`config.mk`:
```
export PLATFORM = sky130hd
export DESIGN_NAME = pipeline_fetch
export DESIGN_NICKNAME = d
export VERILOG_FILES = /design/src/rtl/pipeline_fetch.sv
export SDC_FILE = /design/constraint.sdc
export NUM_CORES = 1
export LEC_CHECK = 0
export ABC_AREA = 1
export CAP_MARGIN = 20
export CORE_MARGIN = 5
export CORE_UTILIZATION = 42
export DETAILED_ROUTE_END_ITERATION = 8
export PLACE_DENSITY_LB_ADDON = 0.05
export SLEW_MARGIN = 30
export SYNTH_ARGS = -nofsm -noshare
export SYNTH_HDL_FRONTEND = slang
export SYNTH_SLANG_ARGS = --single-unit
```
`constraint.sdc`:
```
create_clock -name clk -period 5.2 [get_ports clk]
set_clock_uncertainty 0.05 [all_clocks]
set_input_delay 0.52 -clock clk [delete_from_list [all_inputs] [get_ports clk]]
set_output_delay 0.52 -clock clk [all_outputs]
set_load 0.05 [all_outputs]
```
`src/rtl/pipeline_fetch.sv`:
```
// pipeline_fetch: instruction fetch stage feeding pipeline_decode.
// One outstanding 32-bit request at a time, responses buffered in a small FIFO,
// bubble (90) presented when the FIFO is empty, redirects flush and squash.
// Optional build macro FETCH_STATS_EN adds fetch_count / squash_count ports.
module pipeline_fetch #(
  parameter int unsigned           ADDR_WIDTH = 64,
  parameter int unsigned           DATA_WIDTH = 64,
  parameter logic [ADDR_WIDTH-1:0] RESET_PC   = '0,
  parameter int unsigned           FIFO_DEPTH = 2
) (
  input  logic                      clk,
  input  logic                      reset,
  input  logic                      redirect_valid,
  input  logic [ADDR_WIDTH-1:0]     redirect_pc,
  output logic                      imem_req_valid,
  output logic [ADDR_WIDTH-1:0]     imem_req_addr,
  input  logic                      imem_req_ready,
  input  logic                      imem_resp_valid,
  input  logic [DATA_WIDTH/2-1:0]   imem_resp_data,
  input  logic                      decode_ready,
  output logic [DATA_WIDTH/2-1:0]   instruction,
  output logic [ADDR_WIDTH-1:0]     instruction_pc
`ifdef FETCH_STATS_EN
  ,
  output logic [63:0]               fetch_count,
  output logic [63:0]               squash_count
`endif
);

  localparam int unsigned IW = DATA_WIDTH / 2;
  localparam int unsigned PW = (FIFO_DEPTH > 1) ? $clog2(FIFO_DEPTH) : 1;
  localparam int unsigned CW = $clog2(FIFO_DEPTH + 1);
  localparam logic [IW-1:0] BUBBLE = IW'(90);

  typedef enum logic [1:0] {
    ST_REQ   = 2'd0,
    ST_WAIT  = 2'd1,
    ST_DRAIN = 2'd2
  } state_t;

  state_t                state;
  state_t                state_next;
  logic [ADDR_WIDTH-1:0] fetch_pc;
  logic [ADDR_WIDTH-1:0] req_pc;
  logic [PW-1:0]         rd_ptr;
  logic [PW-1:0]         wr_ptr;
  logic [CW-1:0]         count;
  logic [IW-1:0]         data_mem [FIFO_DEPTH];
  logic [ADDR_WIDTH-1:0] pc_mem   [FIFO_DEPTH];
  logic                  req_fire;
  logic                  push;
  logic                  pop;

  assign imem_req_addr = fetch_pc;

  // Next-state, request handshake and FIFO push/pop decisions
  always_comb begin
    state_next     = state;
    req_fire       = 1'b0;
    push           = 1'b0;
    imem_req_valid = (state == ST_REQ) && (count < CW'(FIFO_DEPTH)) &&
                     !redirect_valid && !reset;
    pop            = decode_ready && (count != '0) && !redirect_valid;
    case (state)
      ST_REQ: begin
        req_fire = imem_req_valid && imem_req_ready;
        if (req_fire) state_next = ST_WAIT;
      end
      ST_WAIT: begin
        if (redirect_valid) begin
          state_next = imem_resp_valid ? ST_REQ : ST_DRAIN;
        end else if (imem_resp_valid) begin
          push       = 1'b1;
          state_next = ST_REQ;
        end
      end
      ST_DRAIN: begin
        if (imem_resp_valid) state_next = ST_REQ;
      end
      default: state_next = ST_REQ;
    endcase
  end

  // State register
  always_ff @(posedge clk) begin
    if (reset) state <= ST_REQ;
    else       state <= state_next;
  end

  // Fetch PC and PC of the outstanding request; redirect wins over advance
  always_ff @(posedge clk) begin
    if (reset) begin
      fetch_pc <= RESET_PC;
      req_pc   <= '0;
    end else if (redirect_valid) begin
      fetch_pc <= redirect_pc & ~ADDR_WIDTH'(3);
    end else if (req_fire) begin
      req_pc   <= fetch_pc;
      fetch_pc <= fetch_pc + ADDR_WIDTH'(4);
    end
  end

  // FIFO pointers and occupancy; a redirect flushes everything
  always_ff @(posedge clk) begin
    if (reset || redirect_valid) begin
      rd_ptr <= '0;
      wr_ptr <= '0;
      count  <= '0;
    end else begin
      if (push) wr_ptr <= wr_ptr + PW'(1);
      if (pop)  rd_ptr <= rd_ptr + PW'(1);
      case ({push, pop})
        2'b10:   count <= count + CW'(1);
        2'b01:   count <= count - CW'(1);
        default: count <= count;
      endcase
    end
  end

  // FIFO storage, written only on an accepted response
  always_ff @(posedge clk) begin
    if (push) begin
      data_mem[wr_ptr] <= imem_resp_data;
      pc_mem[wr_ptr]   <= req_pc;
    end
  end

  // Head of FIFO toward decode, bubble when empty
  always_comb begin
    instruction    = BUBBLE;
    instruction_pc = '0;
    if (count != '0) begin
      instruction    = data_mem[rd_ptr];
      instruction_pc = pc_mem[rd_ptr];
    end
  end

`ifdef FETCH_STATS_EN
  logic drop;
  assign drop = imem_resp_valid &&
                ((state == ST_DRAIN) || ((state == ST_WAIT) && redirect_valid));

  // Fetch and squash statistics; both wrap
  always_ff @(posedge clk) begin
    if (reset) begin
      fetch_count  <= '0;
      squash_count <= '0;
    end else begin
      if (push) fetch_count <= fetch_count + 64'd1;
      squash_count <= squash_count +
                      (redirect_valid ? 64'(count) : 64'd0) +
                      (drop ? 64'd1 : 64'd0);
    end
  end
`endif

endmodule

```
; Word-level counts from Yosys, hierarchy flattened
; Memories as Yosys holds them, arrays and structs flattened. A register that Yosys moved wholly into a read port is not among the register bits.
; Cells that the tools add are included.
[totals]
memories = 2
register_bits = 134
input_bits = 102
wordCells = 56
output_inout_bits = 161
mem_bits_rw = 192
[mem_list]
columns = memory, depth, word_bits, rd, rd_ports_with_merged_regs, wr, line_no
row1 = pc_mem, 2, 64, 1, 1, 1, 49  ; logic [ADDR_WIDTH-1:0] pc_mem [FIFO_DEPTH];
row2 = data_mem, 2, 32, 1, 1, 1, 48  ; logic [IW-1:0] data_mem [FIFO_DEPTH];
[classes]
eq_ne = 5
n_lt_le_gt_ge = 1
bitwise_logic = 1
n_mux = 20
addsub = 5
n_reduce_logical = 15
[op_table]
columns = cell, n
row1 = two-way mux 64 bit, 3
row2 = adder 64 x 3 -> 64 bit (second input constant), 1
row3 = two-way mux 32 bit, 1
row4 = two-way mux 1 bit, 10
row5 = two-way mux 2 bit, 4
row6 = logical AND 1 bit, 6
row7 = case mux 2 bit (3 select lines), 1
row8 = nonzero test 2 bit, 3
row9 = == test 2 x 1 -> 1 bit (second input constant), 2
row10 = == test 2 bit (second input constant), 2
row11 = case mux 2 bit (2 select lines), 1
row12 = adder 1 bit (second input constant), 2
row13 = adder 2 x 1 -> 2 bit (second input constant), 1
row14 = logical NOT 1 bit, 2
row15 = logical NOT 2 bit, 1
row16 = less-than comparator 2 bit (second input constant), 1
row17 = inequality test 2 x 1 -> 1 bit (second input constant), 1
row18 = AND reduction 2 bit, 1
row19 = OR reduction 2 bit, 1
row20 = subtractor 2 x 1 -> 2 bit (second input constant), 1
row21 = logical OR 1 bit, 1
row22 = inverter 1 bit, 1

; Depth between registers and ports, before layout
; Gate-level depths: netlist of run 1.
[depth]
word_depth = 8
ltp_mapped = 12

; Worst setup path after synthesis of run 1
; OpenSTA, ideal clock, no wires.
[synth_path]
path_kind = input to register
startpoint = input redirect_valid
endpoint = memory data_mem[0][0] (netlist bit) (enable)
stages = 3
setup_slack_ns = -0.163
arrival_time_ns = 4.765
setup_ns = 0.548
cell_sequence = inv_1 > nand4_1 > nor2_1
[synth_via]
elab_chain_len = 4
[synth_rtl]
columns = element, line_no
row1 = start: declaration, 13  ; input logic redirect_valid,
row2 = two-way mux 1 bit, 70  ; if (redirect_valid) begin
row3 = two-way mux 1 bit, 64  ; case (state)
row4 = two-way mux 1 bit, 122  ; if (push) begin
row5 = two-way mux 1 bit (not written as such), 123  ; data_mem[wr_ptr] <= imem_resp_data;
row6 = end: declaration, 48
; No other way between the ends.

==> qor.txt, run 1 <==
outcome -> finished, final reports clean
Initial DRT Pass Iterations -> 5
#FFs+latches synth -> 319
Syn Area/Cell -> 8.642 um2
effective utilization at floorplan -> 42.50%
Die Footprint -> 37630 um2
Min-Delay Path Class -> in2reg
clk root buf -> clkbuf_16
Seq/Total Area, Yosys -> 58.16%
nets -> 1981
die width -> 194.0 um
total clock sinks -> 319
clk buf depth -> 3
largest cells by area after synthesis -> edfxtp_1 40%, dfxtp_1 18%, nand2_1 13%, nor2_1 5.0%, a21oi_1 4.8%
CTS tree -> built
IO Count -> 263
startpoint types -> register
kind of critical path -> reg2out
R2R Path End -> imem_req_addr[21]
r2r worst-path depth -> 9
Slowest-stage cell, CP -> clkdlybuf4s50_1
DIE HEIGHT -> 194.0 um
final setup violation count -> 0
DP Area -> 17190 um2
synthesis warning total -> 0
post-synth top area share -> 39.71%
Post-CTS Setup Repair Bufs -> 0
fin crit period -> 3.599 ns
Routed WL per cell -> 18.17 um
Fin. Hold Viols -> 0
H-tree depth -> 2
hold path startpoint -> reset
maxcap violations -> 0
Yosys cell types -> 42
Post-Syn Instances -> 1645
achievable frequency -> 0.2779 GHz
Slew Limit Headroom -> 50.07%
routed wire length -> 42710 um
critical-path cell list -> buf_4, nand2_1, a21oi_1, clkdlybuf4s50_1
largest net degree at the start of global routing -> 92
Hold-fix buffers, CTS -> 0
setup TNS -> 0 ns
most frequent cells in the layout -> 477 x nand2_1, 254 x clkdlybuf4s50_1, 188 x edfxtp_1, 187 x nor2_1, 136 x a21oi_1
Largest stage delay, worst path -> 0.87 ns
Mapped Area -> 14220 um2
initial drt markers -> 885
WP data required -> 4.63 ns
vias in the first global route -> 11308
crit end category -> primary output
R2R setup slack -> 2.57 ns
Num CTS Buffers -> 36
dominant cell type by area after synthesis -> edfxtp_1
power per cell area -> 312.1 nW/um2
first-pass GRT wire length -> 65510 um
antenna violations before repair -> 0
CORE AREA -> 33450 um2
FF-to-FF Start -> count[1]
Post-synth EDFFs -> 188
VDD IR-drop max -> 0.2074 mV
Pleak -> 6.846 nW
RSZ-0062 raised after global routing -> false
Total GRT Usage -> 21.89%
Via Count -> 11807
GP Congestion -> 0.9416
Fin Hold WS -> 0.3000 ns
Site Rows -> 67
share of post-route cells with drive strength above 1 -> 5.885%
grt ovf -> 0
crit path DAT -> 3.03 ns
pin slew with the least headroom to its limit -> 0.7489 ns
routed vias/inst -> 5.022
commonest non-fill, non-tap cell in the layout -> nand2_1
hold path cells -> 4
antenna fix cells -> 0
crit-path max FO -> 56
hold path endpoint -> count[0]
detailed-placement wirelength estimate -> 28930 um
Port Buffers -> 256
synth-to-layout area growth -> 28.65%
most common flop cell mapped by yosys -> edfxtp_1
DRC Markers -> 0
Detail Route Antenna Nets -> 0
Async S/R FF share, synth -> 0%
final instance area -> 18290 um2
post-cts sizing count -> 0
Final Max Tran Viols -> 0
Tcrit/Tclk final -> 69.20%
Reg clk slew, reported paths -> 0.06 ns
insertion delay to the later sink of the worst-skew pair -> 0.52 ns
## routing by layer
metal	global-route usage, %	share of wire [%]	vias to the layer above
met5	0	0	-
met4	5.521	2.3	0
met3	5.056	7.6	63
met2	32.35	43	414
met1	32.65	47	5442
li1	-	-	5888
## stage by stage
step / power [mW] / cells / utilization (%) / worst slack (ns)
2_1_floorplan: 3.140 / 1648 / - / -0.1630
3_3_place_gp: 3.363 / 2287 / 51.39 / 2.094
3_5_place_dp: 3.370 / 2287 / 51.39 / 2.096
4_1_cts: 5.765 / 2351 / 54.68 / 1.530
5_1_grt: 5.937 / 2351 / 54.68 / 1.472
6_report: 5.709 / 2351 / 54.68 / 1.601
## cells in the mapped netlist, types with 13 or more instances
| master | count |
|---|---|
| nand2_1 | 477 |
| nor2_1 | 190 |
| a31oi_1 | 15 |
| o21ai_0 | 88 |
| dfxtp_1 | 131 |
| a211oi_1 | 13 |
| clkbuf_1 | 47 |
| nand4_1 | 24 |
| a21oi_1 | 136 |
| edfxtp_1 | 188 |
| buf_2 | 15 |
| nand3_1 | 66 |
| xor2_1 | 13 |
| inv_1 | 136 |
## registers in the layout, indices dropped and copies added (netlist names), named ones only
register,flops
count,2
data_mem,64
imem_req_addr,62
pc_mem,124
rd_ptr,1
req_pc,62
state,2
wr_ptr,1
## report_power, final
group	total [mW]	internal [mW]	leakage, nW	switching [mW]
sequential	2.81	2.74	2.71	0.0750
clock	2.39	1.39	0.536	1.00
combinational	0.508	0.187	3.60	0.321
## cells by family after synthesis
logic type                 after synthesis  share of synthesized area [%]
adders and majority gates                2                         0.1760
buffers and inverters                  223                          6.240
other                                    1                        0.02638
AOI/OAI and AO/OA                      260                          9.593
xor gates and xnor gates                18                          1.109
and+or+nand+nor                        822                          24.70
DFF                                    319                          58.16
## area by class of cell
class	count	area [um2]
clock buffer	53	996.0
clock inverter	11	103.9
fill	3140	15160
inverter	144	541.8
multi-input combinational	1106	5095
sequential	319	8272
tap	448	560.5
timing repair buffer	270	2720
## critical path, delay by kind of cell (launching register included)
family | cells | cell delay, ns
simple gates | 1 | 0.08
flops | 1 | 0.77
buf+inv | 2 | 1.30
compound gates | 1 | 0.28
## worst max path at each step
stage                        start            endpoint  depth (start not counted)
floorplan           redirect_valid      data_mem[0][0]                          3
global placement          register  instruction_pc[47]                          4
detailed placement        register  instruction_pc[47]                          4
CTS                       register  instruction_pc[47]                          4
global route              register  instruction_pc[45]                          4
finish                    register  instruction_pc[47]                          4
Power figures use the tool's default switching activity.
==> run 2: changes to the inputs <==
==> constraint.sdc (replaced) <==
create_clock -name clk -period 3.7 [get_ports clk]
set_clock_uncertainty 0.05 [all_clocks]
set_input_delay 0.37 -clock clk [delete_from_list [all_inputs] [get_ports clk]]
set_output_delay 0.37 -clock clk [all_outputs]
set_load 0.05 [all_outputs]
==> run 2 against run 1 <==
Effect of this change: setup slack worse by 1.1 ns; design area increased by 0.47%; register-to-register slack worse by 1.1 ns; sequential power is 41% higher; highest routed layer unchanged; clock power grew 43%; global-route usage down 0.28 points; clock-buffer cell count is 2 higher; die area is the same.
==> qor.txt, run 2 (synthesis gave the netlist of run 1 again) <==
outcome -> finished, final reports clean
Largest register FFs -> 124 (unchanged)
routed wire length -> 42670 um (about the same)
Detail Route Antenna Nets -> 0 (unchanged)
VDD IR-drop max -> 0.2879 mV (+39%)
IO Count -> 263 (unchanged)
initial drt markers -> 798 (-9.8%)
Fin Hold WS -> 0.1408 ns (-0.1592 ns)
die width -> 194.0 um (unchanged)
grt ovf -> 0 (unchanged)
WP data required -> 3.28 ns (-1.35 ns)
met1 Use GR -> 32.43% (-0.22 points)
CTS tree -> built
commonest non-fill, non-tap cell in the layout -> nand2_1
Initial DRT Pass Iterations -> 5 (unchanged)
total clock sinks -> 319 (unchanged)
DP Area -> 17230 um2 (+0.26%)
Biggest register -> pc_mem
power per cell area -> 439.6 nW/um2 (+41%)
Port Buffers -> 256 (unchanged)
share of post-route cells with drive strength above 1 -> 6.436% (+0.55 points)
most frequent cells in the layout -> 477 x nand2_1, 253 x clkdlybuf4s50_1, 188 x edfxtp_1, 187 x nor2_1, 136 x a21oi_1
detailed-placement wirelength estimate -> 29560 um (+2.2%)
placed cells -> 2295 (+0.35%)
nets -> 1988 (+0.35%)
crit end category -> primary output
crit-path max FO -> 31 (-45%)
Num CTS Buffers -> 35 (-2.8%)
gr busiest metal -> met1
DIE HEIGHT -> 194.0 um (unchanged)
Fin. Hold Viols -> 0 (unchanged)
pin slew with the least headroom to its limit -> 0.7235 ns (-0.02545 ns)
final setup violation count -> 0 (unchanged)
worst setup margin -> 0.4537 ns (-1.148 ns)
antenna violations before repair -> 0 (unchanged)
clk buf depth -> 3 (unchanged)
final instance area -> 18370 um2 (+0.47%)
DRC Markers -> 0 (unchanged)
first-pass GRT wire length -> 64670 um (-1.3%)
clk root buf -> clkbuf_16
achievable frequency -> 0.3080 GHz
met2 usage -> 32.39% (+0.039 points)
R2R setup slack -> 1.44 ns (-1.13 ns)
kind of critical path -> reg2out
final cell count without fillers -> 2359 (+0.34%)
antenna fix cells -> 0 (unchanged)
Tcrit/Tclk final -> 87.74%
maxcap violations -> 0 (unchanged)
effective utilization at floorplan -> 42.50% (unchanged)
Reg clk slew, reported paths -> 0.06 ns (about the same)
crit path DAT -> 2.83 ns (-0.20 ns)
H-tree depth -> 2 (unchanged)
routed vias/inst -> 5.014 (-0.15%)
Hold-fix buffers, CTS -> 0 (unchanged)
Final Max Tran Viols -> 0 (unchanged)
vias in the first global route -> 11082 (-2.0%)
Largest regs -> pc_mem (124), data_mem (64)
Via Count -> 11829 (+0.19%)
startpoint types -> register
Post-Place Setup Slack -> 0.9729 ns (-1.123 ns)
Min-Delay Path Class -> in2reg
GR Util met3 -> 4.327% (-0.73 points)
Site Rows -> 67 (unchanged)
Post-CTS Setup Repair Bufs -> 0 (unchanged)
Die Footprint -> 37630 um2 (unchanged)
post-cts sizing count -> 0 (unchanged)
synth-to-layout area growth -> 29.25%
largest net degree at the start of global routing -> 75 (-18%)
RSZ-0062 raised after global routing -> false
fin crit period -> 3.246 ns
insertion delay to the later sink of the worst-skew pair -> 0.52 ns (about the same)
GP Congestion -> 0.9390 (-0.28%)
Pleak -> 6.890 nW (+0.65%)
Slew Limit Headroom -> 51.77% (+1.7 points)
Total GRT Usage -> 21.61% (-0.28 points)
Routed WL per cell -> 18.09 um (-0.43%)
CORE AREA -> 33450 um2 (unchanged)
[run 2: changes by cell type in the layout (fill, tap and decap cells not counted), sizes merged]
cell	change
buf	+9
clkdlybuf4s50	-1
clkinvlp	+1
inv	-1
clkbuf	+2
clkinv	-2
[run 2: layer usage]
metal  share of wire, %  wire length, um
met4                2.1              877
met2                 43            18390
met1                 47            20270
met3                7.4             3139
met5                  0                0
[run 2: through the flow]
stage          TNS [ns]  power (mW)  utilization, %
2_1_floorplan   -284.44       4.413               -
3_3_place_gp          0       4.728           51.52
3_5_place_dp          0       4.739           51.52
4_1_cts               0       8.156           54.93
5_1_grt               0       8.380           54.93
6_report              0       8.078           54.93
[run 2: path summary, 6_finish.rpt]
path | startpoint | endpoint | cells past startpoint
worst max-delay path | register | instruction[25] | 5
worst min register to register | req_pc[18] | pc_mem[1][18] | 0
worst min-delay path | reset | count[0] | 4
worst max register to register | imem_req_addr[3] | imem_req_addr[48] | 10
[run 2: critical path, stage by stage (launching register included)]
cell and delay [ns]:
dfxtp_4 0.46, inv_2 0.34, buf_4 0.40, nand2_1 0.08
a21oi_1 0.17, clkdlybuf4s50_1 0.83
[run 2: report_power, final]
part | switching [mW] | internal [mW] | total [mW]
Combinational | 0.453 | 0.262 | 0.714
Clock | 1.38 | 2.03 | 3.41
Sequential | 0.105 | 3.85 | 3.95
[run 2: final cells by class]
type / count / area [um2]
fillers: 3094 / 15070
flip-flops and latches: 319 / 8272
multi-input cells: 1106 / 5095
repair buffers: 278 / 2765
clock buffers: 55 / 1052
well taps: 448 / 560.5
inverters: 144 / 541.8
clock inverters: 9 / 87.58
==> run 3: changes to the inputs <==
--- a/config.mk
+++ b/config.mk
@@ -11,6 +11,7 @@
 export CORE_UTILIZATION = 42
 export DETAILED_ROUTE_END_ITERATION = 8
 export PLACE_DENSITY_LB_ADDON = 0.05
+export SKIP_LAST_GASP = 1
 export SLEW_MARGIN = 30
 export SYNTH_ARGS = -nofsm -noshare
 export SYNTH_HDL_FRONTEND = slang
==> results of run 3 <==
Final layout, timing and power as in run 2 (identical DEF).
